`config.mk`:
```
export PLATFORM = sky130hd
export DESIGN_NAME = hazard_ctrl
export DESIGN_NICKNAME = d
export VERILOG_FILES = /design/src/rtl/pipe_pkg.sv /design/src/rtl/raw_match.sv /design/src/rtl/hazard_ctrl.sv
export SDC_FILE = /design/constraint.sdc
export NUM_CORES = 1
export LEC_CHECK = 0
export BUFFER_PORTS_ARGS = -buffer_cell sky130_fd_sc_hd__buf_2
export CAP_MARGIN = 5
export CORE_UTILIZATION = 35
export CTS_BUF_LIST = sky130_fd_sc_hd__clkbuf_2
export DETAILED_ROUTE_END_ITERATION = 10
export PLACE_DENSITY = 0.63
export SYNTH_ARGS = -nofsm -noshare
export SYNTH_HDL_FRONTEND = slang
export SYNTH_SLANG_ARGS = --single-unit
```
`constraint.sdc`:
```
create_clock -name clk -period 5.3 [get_ports clk]
set_input_delay 1.06 -clock clk [delete_from_list [all_inputs] [get_ports clk]]
set_output_delay 1.06 -clock clk [all_outputs]
set_load 0.01 [all_outputs]
```
`src/rtl/pipe_pkg.sv`:
```
// Shared encodings for the pipeline hazard controller: FSM states,
// forward-select codes and counter/register widths.
package pipe_pkg;

    typedef enum logic [1:0] {
        RUN      = 2'd0,
        LU_STALL = 2'd1,
        BR_FLUSH = 2'd2,
        MEM_WAIT = 2'd3
    } hz_state_t;

    typedef enum logic [1:0] {
        FWD_RF    = 2'd0,
        FWD_EXMEM = 2'd1,
        FWD_MEMWB = 2'd2
    } fwd_sel_t;

    localparam int unsigned STALL_CNT_W = 16;
    localparam int unsigned REG_W       = 5;

endpackage

```
`src/rtl/raw_match.sv`:
```
// Read-after-write comparator: a pending write to a non-zero register
// whose destination equals the source being read.
module raw_match
    import pipe_pkg::*;
(
    input  logic [REG_W-1:0] dest,
    input  logic             wb_en,
    input  logic [REG_W-1:0] src,
    output logic             hit
);

    assign hit = wb_en && (dest != '0) && (dest == src);

endmodule

```
`src/rtl/hazard_ctrl.sv`:
```
// Pipeline hazard controller: stalls, flushes, memory-wait freeze and operand
// forwarding. Define HAZARD_FWD_EN to enable forwarding; otherwise RAW hazards stall.
module hazard_ctrl
    import pipe_pkg::*;
(
    input  logic                   clk,
    input  logic                   rst,
    input  logic [REG_W-1:0]       id_src1,
    input  logic [REG_W-1:0]       id_src2,
    input  logic                   id_use_src2,
    input  logic                   ex_mem_r_en,
    input  logic                   ex_wb_en,
    input  logic [REG_W-1:0]       ex_dest,
    input  logic                   ex_br_taken,
    input  logic                   mem_r_en,
    input  logic                   mem_wb_en,
    input  logic [REG_W-1:0]       mem_dest,
    input  logic                   mem_ready,
    output logic                   pc_write,
    output logic                   if_id_write,
    output logic                   if_id_flush,
    output logic                   id_exe_flush,
    output logic                   ex_mem_hold,
    output logic [1:0]             fwd_a,
    output logic [1:0]             fwd_b,
    output logic [1:0]             state,
    output logic [STALL_CNT_W-1:0] stall_cnt
);

    hz_state_t cur_state, next_state, cond;
    logic      lu_hit1, lu_hit2, em_hit1, em_hit2;
    logic      load_use;

    // A load in EX writes its destination, so its read enable acts as wb_en.
    raw_match u_lu1 (.dest(ex_dest),  .wb_en(ex_mem_r_en), .src(id_src1), .hit(lu_hit1));
    raw_match u_lu2 (.dest(ex_dest),  .wb_en(ex_mem_r_en), .src(id_src2), .hit(lu_hit2));
    raw_match u_em1 (.dest(mem_dest), .wb_en(mem_wb_en),   .src(id_src1), .hit(em_hit1));
    raw_match u_em2 (.dest(mem_dest), .wb_en(mem_wb_en),   .src(id_src2), .hit(em_hit2));

`ifdef HAZARD_FWD_EN
    logic [REG_W-1:0] wb_dest;
    logic             wb_en_q;
    logic             wb_hit1, wb_hit2;
    logic             unused_ex_wb_en;
    fwd_sel_t         sel_a, sel_b;

    assign unused_ex_wb_en = ex_wb_en;
    assign load_use = lu_hit1 | (id_use_src2 & lu_hit2);

    raw_match u_wb1 (.dest(wb_dest), .wb_en(wb_en_q), .src(id_src1), .hit(wb_hit1));
    raw_match u_wb2 (.dest(wb_dest), .wb_en(wb_en_q), .src(id_src2), .hit(wb_hit2));

    // MEM/WB copy freezes with the rest of the back end during a memory wait.
    always_ff @(posedge clk) begin
        if (rst) begin
            wb_dest <= '0;
            wb_en_q <= 1'b0;
        end else if (!ex_mem_hold) begin
            wb_dest <= mem_dest;
            wb_en_q <= mem_wb_en;
        end
    end

    always_comb begin
        sel_a = FWD_RF;
        sel_b = FWD_RF;
        if (!rst) begin
            if (em_hit1)      sel_a = FWD_EXMEM;
            else if (wb_hit1) sel_a = FWD_MEMWB;
            if (em_hit2)      sel_b = FWD_EXMEM;
            else if (wb_hit2) sel_b = FWD_MEMWB;
        end
    end

    assign fwd_a = sel_a;
    assign fwd_b = sel_b;
`else
    logic ex_hit1, ex_hit2;

    raw_match u_ex1 (.dest(ex_dest), .wb_en(ex_wb_en), .src(id_src1), .hit(ex_hit1));
    raw_match u_ex2 (.dest(ex_dest), .wb_en(ex_wb_en), .src(id_src2), .hit(ex_hit2));

    // Without forwarding every in-flight RAW dependency stalls like a load-use.
    assign load_use = lu_hit1 | ex_hit1 | em_hit1
                    | (id_use_src2 & (lu_hit2 | ex_hit2 | em_hit2));

    assign fwd_a = FWD_RF;
    assign fwd_b = FWD_RF;
`endif

    always_comb begin
        cond = RUN;
        if (mem_r_en && !mem_ready) cond = MEM_WAIT;
        else if (ex_br_taken)       cond = BR_FLUSH;
        else if (load_use)          cond = LU_STALL;

        next_state   = cond;
        pc_write     = 1'b1;
        if_id_write  = 1'b1;
        if_id_flush  = 1'b0;
        id_exe_flush = 1'b0;
        ex_mem_hold  = 1'b0;

        if (rst) begin
            next_state   = RUN;
            if_id_flush  = 1'b1;
            id_exe_flush = 1'b1;
        end else begin
            case (cond)
                MEM_WAIT: begin
                    pc_write    = 1'b0;
                    if_id_write = 1'b0;
                    ex_mem_hold = 1'b1;
                end
                BR_FLUSH: begin
                    if_id_flush  = 1'b1;
                    id_exe_flush = 1'b1;
                end
                LU_STALL: begin
                    pc_write     = 1'b0;
                    if_id_write  = 1'b0;
                    id_exe_flush = 1'b1;
                end
                default: ;
            endcase
        end
    end

    always_ff @(posedge clk) begin
        if (rst) cur_state <= RUN;
        else     cur_state <= next_state;
    end

    always_ff @(posedge clk) begin
        if (rst)
            stall_cnt <= '0;
        else if (!pc_write && (stall_cnt != '1))
            stall_cnt <= stall_cnt + STALL_CNT_W'(1);
    end

    assign state = cur_state;

endmodule

```
==> results.sh <==
export IMPL_worstReg2RegStart="stall_cnt[0]"
export IMPL_fin_skew_ps=21.0
export IMPL_fp_dieArea_mm2=0.00383
export IMPL_coreArea_mm2=0.00339
export IMPL_wl_um=2880
export IMPL_crit_arrival_ps=3050
export IMPL_ctsResizeCount=0
export IMPL_period_share=0.776
export IMPL_nets=227
export IMPL_ant_nets=0
export IMPL_rr_endpoint="stall_cnt[8]"
export IMPL_worstPathRequired_ps=4240
export IMPL_num_io_pins=56
export IMPL_layout_min_cycle_time_ps=4110
export IMPL_n_antenna_cell=0
export IMPL_timing_setup_tns_ps=0
export IMPL_placed_cells=237
export IMPL_ys_ff_latch=18
export IMPL_p_per_area_mw_per_mm2=167
export IMPL_regArea_um2=360
export IMPL_drive_above_1_share=0.318
export IMPL_io_buffers=51
export IMPL_wl_per_cell_um=12.0
export IMPL_dp_slack_ps=1180
export IMPL_cts_setup_buffers=0
export IMPL_holdCritPathClass="register to register"
export IMPL_place_hpwl_um=2230
export IMPL_crit_fanout=22
export IMPL_yosysWarnings=0
export IMPL_fin_ws_ps=1190
export IMPL_synth_edff_count=0
export IMPL_cts_made_buffers=3
export IMPL_dr_pass1_iters=4
export IMPL_place_congestion=0.746
export IMPL_fin_cells=241
export IMPL_rsz0062_at_grt="no"
export IMPL_worstSetupStartpoint="ex_dest[0]"
export IMPL_num_vias=1248
export IMPL_final_common_cell="buf_2"
export IMPL_avgViaCountPerCell=5.18
export IMPL_finalSetupViolations=0
export IMPL_track_usage=0.164
export IMPL_hold_viol=0
export IMPL_grt_pass1_vias=1052
export IMPL_clockBufferDepth=2
export IMPL_drt_first_iter_violations=45
export IMPL_grt_max_degree=23
export IMPL_rrSetupSlack_ps=3000
export IMPL_cts_sinks=18
export IMPL_die_w_um=61.9
export IMPL_ys_seq_area_frac=0.287
export IMPL_cts_tree="done"
export IMPL_antenna_found_initial=0
export IMPL_crit_type="input port to output port"
export IMPL_start_util=0.371
export IMPL_slew_headroom=0.601
export IMPL_outcome="complete, no violations"
export IMPL_gr_total_overflow=0
export IMPL_synthFlopType="dfxtp_1"
export IMPL_synthArstFlopShare=0
export IMPL_synth_area_per_cell_um2=8.49
export IMPL_num_fill_cells=368
export IMPL_endpoint="id_exe_flush"
export IMPL_path_clk_slew_ps=180
export IMPL_grt_pass1_wl_um=4690
export IMPL_fp_dieH_um=61.9
export IMPL_p_leak_nw=0.682
export IMPL_r2r_cells=6
export IMPL_h_tree_depth=1
export IMPL_mostFrequentLayoutCells="51 x buf_2, 18 x xor2_1, 18 x dfxtp_1"
export IMPL_max_freq_ghz=0.243
export IMPL_cts_root_buf="clkbuf_2"
export IMPL_slew_violations=0
export IMPL_synth_cells=148
export IMPL_crit_path_end_kind="output port"
export IMPL_tightest_slew_ps=598
export IMPL_multi_input_area_um2=828
export IMPL_drc=0
export IMPL_num_rows=21
export IMPL_area_growth_pct=21.6
export IMPL_cts_hold_buf=0
export IMPL_hold_ws_ps=505
export IMPL_clkLatencyLatePin_ps=310
export IMPL_cp_start_kind="input port"
export IMPL_peakVddDrop_mv=0.0717
export IMPL_drv_cap=0
export IMPL_synth_cell_type_count=40
export IMPL_syn_area_mm2=0.00126
export IMPL_final_util=0.451
==> cell type report <==
cell class | count | area share
multi-input combinational | 120 | 0.542
clock inverter | 1 | 0.00246
tap | 46 | 0.0377
timing repair buffer | 51 | 0.167
sequential | 18 | 0.236
inverter | 2 | 0.00491
clock buffer | 3 | 0.00983
==> metal layers <==
metal / up-vias / part of all wire / track usage
met2: 44 / 0.47 / 0.258
met3: 2 / 0.047 / 0.0311
met4: 0 / 0.0069 / 0.0381
met1: 568 / 0.48 / 0.232
li1: 634 / - / -
met5: - / 0 / 0
==> worst min-delay path by stage <==
stage | slack (ps) | startpoint | endpoint | cells past startpoint
finish | 510 | stall_cnt[13] | stall_cnt[13] | 2
global route | 530 | stall_cnt[9] | stall_cnt[9] | 2
CTS | 510 | stall_cnt[13] | stall_cnt[13] | 2
detailed placement | 490 | stall_cnt[9] | stall_cnt[9] | 2
global placement | 480 | stall_cnt[5] | stall_cnt[5] | 1
floorplan | 490 | stall_cnt[5] | stall_cnt[5] | 1
==> state kept, by name (all words and copies together) (netlist names) <==
signal and count:
stall_cnt 16, state 2
==> cell usage after synthesis, types with 2 or more instances <==
library cell / number / area share
buf_4: 5 / 0.030
o311ai_0: 2 / 0.014
a32oi_1: 2 / 0.014
o21ai_1: 2 / 0.0080
or2_2: 2 / 0.010
and4_1: 2 / 0.014
nand2b_1: 2 / 0.010
inv_1: 2 / 0.0060
nand3_1: 9 / 0.036
o41ai_1: 2 / 0.014
mux2_2: 3 / 0.027
or4_1: 7 / 0.042
ha_1: 2 / 0.020
nor3_1: 4 / 0.016
mux2i_1: 4 / 0.032
nand4_1: 2 / 0.010
buf_2: 3 / 0.012
dfxtp_1: 18 / 0.29
nor2b_1: 4 / 0.020
a21oi_1: 8 / 0.032
o31ai_1: 5 / 0.030
clkbuf_1: 2 / 0.0060
and2_1: 3 / 0.015
nor2_1: 7 / 0.021
nand2_1: 12 / 0.036
xnor2_1: 2 / 0.014
xor2_1: 18 / 0.13
and3_1: 2 / 0.010
==> through the flow <==
step	instance area, µm²	power, mW
2_1_floorplan	1270	0.179
3_3_place_gp	1510	0.199
3_5_place_dp	1510	0.199
4_1_cts	1530	0.261
5_1_grt	1530	0.273
6_report	1530	0.256
==> cell families (layout without fill, tap and decap cells) <==
group | Yosys count | count (layout) | synth area share
buffers and inverters | 13 | 57 | 0.0628
adder cells (fa/ha/maj) | 2 | 2 | 0.0199
multiplexers | 7 | 7 | 0.0588
XOR/XNOR | 20 | 20 | 0.139
AO/OA/AOI/OAI | 27 | 27 | 0.158
other | 1 | 4 | 0.00299
AND/OR/NAND/NOR | 60 | 60 | 0.271
flip-flops | 18 | 18 | 0.287
==> power breakdown <==
part           leakage [nW]  switching (mW)  internal [mW]
sequential            0.145        0.000942          0.137
clock                0.0140          0.0427         0.0164
combinational         0.523          0.0347         0.0239
total                 0.682          0.0783          0.177
==> critical path: stages <==
cell and delay [ps]:
buf_2 120, or4_1 520, o22ai_1 220, o221a_4 370
a21oi_1 70, ha_1 290, or2_2 260, buf_2 140
No activity file was read; power rests on OpenSTA's default activity.
